`src/rtl/tmds_decoder.sv`:
```
// TMDS receive channel decoder: word alignment via control-token hunting with
// bitslip requests, then video/control decode. Optional error counter: TMDS_DEC_ERR_CNT_EN.
`timescale 1ns/1ps

module tmds_decoder #(
  parameter int CHANNEL        = 0,
  parameter int LOCK_CNT       = 64,
  parameter int SEARCH_TIMEOUT = 1024,
  parameter int SLIP_WAIT      = 4
) (
  input  logic       pixel_clk,
  input  logic       n_rst,
  input  logic [9:0] data_in,
  output logic       bitslip,
  output logic       aligned,
  output logic       active_video,
  output logic       d_0,
  output logic       d_1,
  output logic [7:0] data_out
`ifdef TMDS_DEC_ERR_CNT_EN
  ,
  output logic [15:0] err_count
`endif
);

  localparam int RunW  = $clog2(LOCK_CNT + 1);
  localparam int ToW   = $clog2(SEARCH_TIMEOUT + 1);
  localparam int WaitW = (SLIP_WAIT > 1) ? $clog2(SLIP_WAIT) : 1;

  localparam logic [RunW-1:0]  RunMax   = RunW'(LOCK_CNT);
  localparam logic [ToW-1:0]   ToMax    = ToW'(SEARCH_TIMEOUT);
  localparam logic [WaitW-1:0] WaitLast = WaitW'(SLIP_WAIT - 1);

  if (LOCK_CNT < 2 || LOCK_CNT > 255 || SLIP_WAIT < 1 ||
      SEARCH_TIMEOUT <= 800 || CHANNEL < 0) begin : g_param_check
    $error("tmds_decoder: illegal parameter value");
  end

  typedef enum logic [1:0] {
    S_SEARCH,
    S_SLIP,
    S_SLIP_WAIT,
    S_LOCKED
  } state_e;

  state_e           state_q, state_d;
  logic [RunW-1:0]  run_q, run_d;
  logic [ToW-1:0]   timeout_q, timeout_d;
  logic [WaitW-1:0] wait_q;

  logic       bitslip_q;
  logic       aligned_q;
  logic       av_q;
  logic [1:0] ctrl_q;
  logic [7:0] data_q;

  logic       is_token;
  logic [1:0] ctrl;
  logic [7:0] d_word;
  logic [7:0] q_word;

  always_comb begin
    is_token = 1'b1;
    ctrl     = 2'b00;
    case (data_in)
      10'b1101010100: ctrl = 2'b00;
      10'b0010101011: ctrl = 2'b01;
      10'b0101010100: ctrl = 2'b10;
      10'b1010101011: ctrl = 2'b11;
      default:        is_token = 1'b0;
    endcase
  end

  // bit 8 selects XOR (1) or XNOR (0) chaining of adjacent bits
  always_comb begin
    d_word = data_in[9] ? ~data_in[7:0] : data_in[7:0];
    q_word = {d_word[7:1] ^ d_word[6:0] ^ {7{~data_in[8]}}, d_word[0]};
  end

  always_comb begin
    run_d     = '0;
    timeout_d = '0;
    if (is_token) begin
      run_d = (run_q == RunMax) ? run_q : run_q + RunW'(1);
    end else begin
      timeout_d = (timeout_q == ToMax) ? timeout_q : timeout_q + ToW'(1);
    end
  end

  always_comb begin
    state_d = state_q;
    case (state_q)
      S_SEARCH: begin
        if (run_d == RunMax)         state_d = S_LOCKED;
        else if (timeout_d == ToMax) state_d = S_SLIP;
      end
      S_SLIP:      state_d = S_SLIP_WAIT;
      S_SLIP_WAIT: if (wait_q == WaitLast) state_d = S_SEARCH;
      S_LOCKED:    if (timeout_d == ToMax) state_d = S_SEARCH;
      default:     state_d = S_SEARCH;
    endcase
  end

`ifdef TMDS_DEC_ERR_CNT_EN
  logic [15:0] err_q;
`endif

  // Output qualification follows the next state so that aligned and the
  // decoded outputs switch on the same edge in both directions.
  always_ff @(posedge pixel_clk) begin
    if (!n_rst) begin
      state_q   <= S_SEARCH;
      run_q     <= '0;
      timeout_q <= '0;
      wait_q    <= '0;
      bitslip_q <= 1'b0;
      aligned_q <= 1'b0;
      av_q      <= 1'b0;
      ctrl_q    <= '0;
      data_q    <= '0;
`ifdef TMDS_DEC_ERR_CNT_EN
      err_q     <= '0;
`endif
    end else begin
      state_q   <= state_d;
      bitslip_q <= (state_d == S_SLIP);
      aligned_q <= (state_d == S_LOCKED);

      if (state_d != state_q) begin
        run_q     <= '0;
        timeout_q <= '0;
        wait_q    <= '0;
      end else begin
        case (state_q)
          S_SEARCH: begin
            run_q     <= run_d;
            timeout_q <= timeout_d;
          end
          S_LOCKED:    timeout_q <= timeout_d;
          S_SLIP_WAIT: wait_q    <= wait_q + WaitW'(1);
          default: ;
        endcase
      end

      if (state_d == S_LOCKED) begin
        av_q <= ~is_token;
        if (is_token) ctrl_q <= ctrl;
        else          data_q <= q_word;
      end else begin
        av_q   <= 1'b0;
        ctrl_q <= '0;
        data_q <= '0;
      end

`ifdef TMDS_DEC_ERR_CNT_EN
      if (state_q == S_LOCKED && data_in[9:8] == 2'b00 && !is_token && err_q != '1)
        err_q <= err_q + 16'd1;
`endif
    end
  end

  assign bitslip      = bitslip_q;
  assign aligned      = aligned_q;
  assign active_video = av_q;
  assign d_0          = ctrl_q[0];
  assign d_1          = ctrl_q[1];
  assign data_out     = data_q;
`ifdef TMDS_DEC_ERR_CNT_EN
  assign err_count    = err_q;
`endif

endmodule

```
`config.mk`:
```
export PLATFORM = sky130hd
export DESIGN_NAME = tmds_decoder
export DESIGN_NICKNAME = d
export VERILOG_FILES = /design/src/rtl/tmds_decoder.sv
export SDC_FILE = /design/constraint.sdc
export NUM_CORES = 1
export LEC_CHECK = 0
export BUFFER_PORTS_ARGS = -buffer_cell sky130_fd_sc_hd__buf_2
export CORE_ASPECT_RATIO = 0.8
export CORE_UTILIZATION = 45
export DETAILED_ROUTE_END_ITERATION = 12
export GPL_ROUTABILITY_DRIVEN = 0
export REMOVE_ABC_BUFFERS = 1
export SYNTH_ARGS = -nofsm -noshare
export SYNTH_HDL_FRONTEND = slang
export SYNTH_SLANG_ARGS = --single-unit
```
`constraint.sdc`:
```
create_clock -name pixel_clk -period 3.2 [get_ports pixel_clk]
set_input_delay 0.32 -clock pixel_clk [delete_from_list [all_inputs] [get_ports pixel_clk]]
set_output_delay 0.32 -clock pixel_clk [all_outputs]
set_load 0.02 [all_outputs]
```
==> metrics.md, run 1 <==
| Metric | Value |
|---|---|
| Crit path capture | `data_out[3]` |
| Post-route total power | `about 0.94 mW` |
| Final worst-path cycle share | `a little under nine tenths` |
| DRT iter0 DRCs | `116` |
| Largest net degree at the start of global routing | `17` |
| Drt wl/cell | `around 14 microns` |
| Vias | `about 2100` |
| Synth async-reset ratio | `0%` |
| Share of cells above drive strength 1 | `around 18%` |
| Pre-CTS setup slack | `0.246 ns` |
| R2r startpoint | `timeout_q[0]` |
| Final setup viols | `0` |
| Root buf cell | `clkbuf_8` |
| Static leakage | `1.09 nW` |
| Max cap viols | `0` |
| Post-synthesis sequential area ratio | `about 30%` |
| Critical path origin | `timeout_q[0]` |
| Worst setup margin | `0.459 ns` |
| Final core occ | `52.0%` |
| Post-synth EDFFs | `0` |
| Antenna violations before repair | `0` |
| Max Root-Sink Buffers | `2` |
| Worst hold path class | `input pin to flop` |
| CTS Buf Count | `5` |
| Fin area | `about 2600 sq um` |
| Cell variety after synth | `50` |
| Row count | `23` |
| Placed standard-cell area | `2530 sq um` |
| First-pass GRT wire length | `8.57 mm` |
| Required time of the critical path | `between 3 and 4 ns` |
| Total track usage | `19.5%` |
| H-tree Lvls | `2` |
| Synth area leader | `dfxtp_1` |
| RSZ-0062 raised after global routing | `false` |
| Total Wirelength | `about 5.2 mm` |
| Hold buffers post-CTS | `0` |
| Worst-Margin Slew | `0.629 ns` |
| Crit start category | `flop` |
| Critical Path Sink Type | `flop` |
| Antenna fix cells | `0` |
| WS Path Type | `flop to flop` |
| Worst path arrival time | `between 2 and 3 ns` |
| Die Y | `66.9 microns` |
| Core area | `5040 sq um` |
| Main synth FF type | `dfxtp_1` |
| Met3 Wirelength | `between 200 and 250 microns` |
| Die area | `~5600 sq um` |
| Area added between synthesis and finish | `10.6%` |
| Outcome | `finished clean` |
| Post-Syn Area per Cell | `approximately 8.3 sq um` |
| Pwr dens | `359 nW/um^2` |
| Top layer in use | `met4` |
| Post-route ant nets | `0` |
| # nets final | `about 330` |
| Number of global-route vias before repair | `roughly 1800` |
| Slew headroom | `between 50% and 60%` |
| IO buf count | `24` |
| Worst VDD drop | `~0.00018 V` |
| Layout Skew | `~0.0084 ns` |
| Cells after synthesis | `between 200 and 300` |
| Min cycle time layout | `2.74 ns` |
| Number of top-level pins | `25` |
| Most area-consuming cells after synthesis | `dfxtp_1 30%, nor2_1 5.5%, ha_1 5.3%` |
| DRT Pass-1 Iters | `5` |
| Critical path fanouts, max | `14` |
| Clock slew at reported path FFs | `0.08 ns` |
| Post-CTS Setup Bufs | `0` |
| Syn. warnings | `0` |
| Starting Density | `between 40 and 50%` |
| Final hold vios | `0` |
| R2r worst-path depth | `9` |
| Via/cell ratio | `approximately 5.6` |
| FF-to-FF End | `data_out[3]` |
| DRC Markers | `0` |
| Max Slew Vio Count | `0` |
| Post-CTS Resized | `0` |
| Reg-to-reg slack, setup | `about 0.46 ns` |
| M1 wire length | `2.88 mm` |
| GRT overflow | `0` |
| Syn Std Cell Area | `between 2000 and 2500 sq um` |
| Die Wd | `83.1 microns` |
| CTS tree | `built` |
| Clock latency on the worst-skew pair | `0.29 ns` |
| Hpwl dp | `3.70 mm` |
| Clock sink count | `35` |
| Fmax | `~360 MHz` |
| Post-synth top area share | `29.6%` |
| Hold path depth | `2` |
| Setup TNS | `0 ns` |
| Register bit total from synthesis | `35` |
| Met2 Wirelength | `between 1.5 and 2 mm` |
-- metal layers --
metal / global-route usage [%] / vias to the layer above
met4: 7.11 / 0
met3: 4.34 / 8
met1: 27.6 / 937
met2: 28.6 / 42
li1: - / 1076
met5: 0 / -
-- cells in the mapped netlist, types with 2 or more instances --
cell type and count:
a211oi_1 3, a21oi_1 19, a21oi_2 2, a22oi_1 6, a31oi_1 3, and2_1 3, and3_1 7, and4_1 3
buf_2 5, buf_6 2, clkbuf_1 10, dfxtp_1 35, ha_1 10, inv_1 12, mux2i_1 11, nand2_1 13
nand3_1 8, nand3b_1 4, nand4_1 5, nand4b_1 2, nor2_1 35, nor2b_1 8, nor3_1 8, nor3b_1 2
nor4_1 4, nor4_2 8, nor4b_1 3, o21a_1 3, o21ai_0 9, o31ai_1 4, or3_1 2, or4_1 3
xnor2_1 11, xor2_1 8
-- power by group --
group	internal [mW]	switching, mW	leakage, nW
registers	0.443	0.0142	0.282
logic	0.0656	0.0962	0.768
clock network	0.152	0.169	0.0412
total	0.661	0.280	1.09
-- cells in the final DEF (no fill, tap or decap), types with 3 or more instances in the layout --
cell       n
a21oi_1   19
o31ai_1    4
and2_1     3
mux2i_1   11
xnor2_1   11
and3_1     7
nand4_1    5
nand2_1   13
nor4_2     8
nor2b_1    8
nor3_1     8
ha_1      10
o21ai_0    9
buf_2     24
buf_4      6
and4_1     3
inv_1     12
a22oi_1    6
a211oi_1   3
xor2_1     8
or4_1      3
nor4_1     4
a31oi_1    3
nand3b_1   4
nor2_1    35
nor4b_1    3
dfxtp_1   35
o21a_1     3
clkbuf_8   5
nand3_1    8
-- registers in the layout, summed over array words and instances, names as in the netlist, 2 cells and up --
signal,cells
data_out,8
state_q,2
ctrl_q,2
run_q,7
wait_q,2
timeout_q,11
-- final cells by class --
class,instances,area [sq um]
multi-input cells,223,1550
well taps,62,77.6
clock inverters,2,12.5
fillers,480,2420
clock buffers,6,72.6
inverters,12,45.0
flip-flops and latches,35,701
repair buffers,30,165
-- critical path, stage by stage, from the launching register on --
cell and delay, ns:
dfxtp_1 0.37, inv_1 0.11, ha_1 0.14, nor4b_1 0.32, nand3_1 0.23, mux2i_1 0.16
nor4_1 0.38, nand3_1 0.26, a21oi_4 0.52, nor4_2 0.11
-- logic make-up after synthesis --
group	after synthesis	share of synthesized area, %
AND/OR/NAND/NOR	122	30.4
flip-flops	35	29.6
AO/OA/AOI/OAI	61	17.6
multiplexers	11	4.65
adder cells (fa/ha/maj)	10	5.28
buffers and inverters	29	5.49
XOR/XNOR	19	7.02
-- metrics by stage --
| step | std cells | hold WS (ns) |
|---|---|---|
| 2_1_floorplan | 270 | 0.458 |
| 3_3_place_gp | 362 | 0.479 |
| 3_5_place_dp | 362 | 0.484 |
| 4_1_cts | 370 | 0.311 |
| 5_1_grt | 370 | 0.330 |
| 6_report | 370 | 0.316 |
-- worst min-delay path by stage --
stage,start,endpoint,slack [ns]
after floorplan,run_q[6],run_q[6],0.46
after global placement,run_q[6],run_q[6],0.48
after detailed placement,run_q[6],run_q[6],0.48
after CTS,n_rst,state_q[1],0.31
after global routing,n_rst,state_q[1],0.33
final,n_rst,state_q[1],0.32
(Power assumes the default switching activity.)
==> inputs of run 2 (changes only) <==
Settings changed: PLACE_DENSITY_LB_ADDON from default to 0.05.
==> metrics.md, run 2 (synthesis gave the netlist of run 1 again) <==
| Metric | Value |
|---|---|
| Outcome | `finished clean (unchanged)` |
| Share of cells above drive strength 1 | `18.7% (was 17.9%)` |
| Hpwl dp | `3.89 mm (was 3.70 mm)` |
| Required time of the critical path | `3.39 ns (was 3.36 ns)` |
| Number of top-level pins | `25 (unchanged)` |
| Commonest non-fill, non-tap cells in the layout | `35 x nor2_1, 35 x dfxtp_1, 24 x buf_2, 19 x a21oi_1, 13 x nand2_1 (unchanged)` |
| Largest net degree at the start of global routing | `17 (unchanged)` |
| RSZ-0062 raised after global routing | `false (unchanged)` |
| Final worst-path cycle share | `90.6% (was 85.7%)` |
| Worst VDD drop | `0.000240 V (was 0.000182 V)` |
| Total track usage | `19.9% (was 19.5%)` |
| Row count | `23 (unchanged)` |
| Die area | `5560 sq um (unchanged)` |
| Root buf cell | `clkbuf_8 (unchanged)` |
| Crit start category | `flop (unchanged)` |
| Worst hold path class | `input pin to flop (unchanged)` |
| Final setup viols | `0 (unchanged)` |
| Clock sink count | `35 (unchanged)` |
| Antenna fix cells | `0 (unchanged)` |
| Antenna violations before repair | `0 (unchanged)` |
| Vias | `2109 (was 2063)` |
| Post-route total power | `1.03 mW (was 0.941 mW)` |
| Placed standard-cell area | `2540 sq um (was 2530 sq um)` |
| Pwr dens | `387 nW/um^2 (was 359 nW/um^2)` |
| Hold buffers post-CTS | `0 (unchanged)` |
| Layout Skew | `0.00791 ns (was 0.00839 ns)` |
| Via/cell ratio | `5.67 (was 5.58)` |
| Fmax | `345 MHz (was 365 MHz)` |
| Post-CTS Resized | `0 (unchanged)` |
| Static leakage | `1.12 nW (was 1.09 nW)` |
| Setup TNS | `0 ns (unchanged)` |
| # nets final | `331 (was 329)` |
| Post-route ant nets | `0 (unchanged)` |
| Area added between synthesis and finish | `12.0% (was 10.6%)` |
| Final hold vios | `0 (unchanged)` |
| Final non-filler cell total | `372 (was 370)` |
| Reg-to-reg slack, setup | `0.30 ns (was 0.46 ns)` |
| Die Wd | `83.1 microns (unchanged)` |
| Number of global-route vias before repair | `1804 (was 1752)` |
| Max Slew Vio Count | `0 (unchanged)` |
| Post-CTS Setup Bufs | `0 (unchanged)` |
| Max cap viols | `0 (unchanged)` |
| CTS Buf Count | `5 (unchanged)` |
| Slew headroom | `62.0% (was 58.0%)` |
| Most flops, register | `timeout_q (unchanged)` |
| GRT overflow | `0 (unchanged)` |
| Clock slew at reported path FFs | `0.08 ns (about the same)` |
| CP peak stage delay | `0.44 ns (was 0.52 ns)` |
| Worst path arrival time | `3.08 ns (was 2.90 ns)` |
| Slowest-stage cell, CP | `nor4_1 (was a21oi_4)` |
| Critical path fanouts, max | `14 (unchanged)` |
| CTS tree | `built (unchanged)` |
| Max reg flops | `11 (unchanged)` |
| Worst-Margin Slew | `0.565 ns (was 0.629 ns)` |
| First-pass GRT wire length | `8.80 mm (was 8.57 mm)` |
| Placed cells | `364 (was 362)` |
| Max Root-Sink Buffers | `2 (unchanged)` |
| H-tree Lvls | `2 (unchanged)` |
| Fin area | `2660 sq um (was 2620 sq um)` |
| Drt wl/cell | `14.3 microns (was 14.0 microns)` |
| Min cycle time layout | `2.90 ns (was 2.74 ns)` |
| WHS | `0.325 ns (was 0.316 ns)` |
| DRT Pass-1 Iters | `4 (was 5)` |
| Total Wirelength | `5.33 mm (was 5.17 mm)` |
| Core area | `5040 sq um (unchanged)` |
| Critical Path, Cell by Cell | `inv_1 > ha_1 > nor4b_1 > nand3_1 > mux2i_1 > nor4_1 > and4_1 > o21ai_2 > buf_4 > a2111oi_2 (was inv_1 > ha_1 > nor4b_1 > nand3_1 > mux2i_1 > nor4_1 > nand3_1 > a21oi_4 > nor4_2)` |
| DRT iter0 DRCs | `170 (was 116)` |
| DRC Markers | `0 (unchanged)` |
| Clock latency on the worst-skew pair | `0.29 ns (about the same)` |
| IO buf count | `24 (unchanged)` |
| Die Y | `66.9 microns (unchanged)` |
| Critical Path Sink Type | `flop (unchanged)` |
| Starting Density | `47.1% (unchanged)` |
| WS Path Type | `flop to flop (unchanged)` |
==> run 2: final cells by class <==
type | count | area, sq um
Clock buffer | 5 | 68.8
Clock inverter | 3 | 43.8
Fill cell | 492 | 2380
Inverter | 12 | 45.0
Multi-Input combinational cell | 223 | 1540
Sequential cell | 35 | 701
Tap cell | 62 | 77.6
Timing Repair Buffer | 32 | 180
==> run 2: metal layers <==
| layer | wire (microns) | vias up | GRT usage, % | part of all wire (%) |
|---|---|---|---|---|
| met5 | 0 | - | 0 | 0 |
| met4 | 60 | 0 | 6.47 | 1.1 |
| met3 | 262 | 7 | 4.71 | 4.9 |
| met2 | 2040 | 45 | 26.4 | 38 |
| met1 | 2970 | 972 | 30.5 | 56 |
| li1 | - | 1085 | - | - |
==> run 2: final timing paths <==
check	from	to	cells past startpoint
worst max-delay path	timeout_q[0]	ctrl_q[0]	10
worst min-delay path	n_rst	state_q[1]	2
worst min register to register	run_q[6]	run_q[6]	2
worst max register to register	timeout_q[0]	ctrl_q[0]	10
==> run 2: where the power goes <==
group	leakage, nW	internal [mW]	total, mW	switching (mW)
registers	0.282	0.443	0.457	0.0138
logic	0.775	0.0668	0.166	0.0992
clock network	0.0581	0.232	0.405	0.173
==> run 2: per-stage QoR <==
stage               worst slack, ns  utilization [%]
CTS                           0.366             52.7
detailed placement            0.424             50.5
global placement              0.418             50.5
floorplan                     0.429                -
finish                        0.302             52.7
global route                 0.0597             52.7
==> run 2: critical path: cells and delay by family, from the launching register on <==
family	cells	cell delay, ns
AOI/OAI and AO/OA	2	0.39
and+or+nand+nor	4	1.38
adders and majority gates	1	0.15
DFF	1	0.37
buffers and inverters	2	0.33
muxes	1	0.18
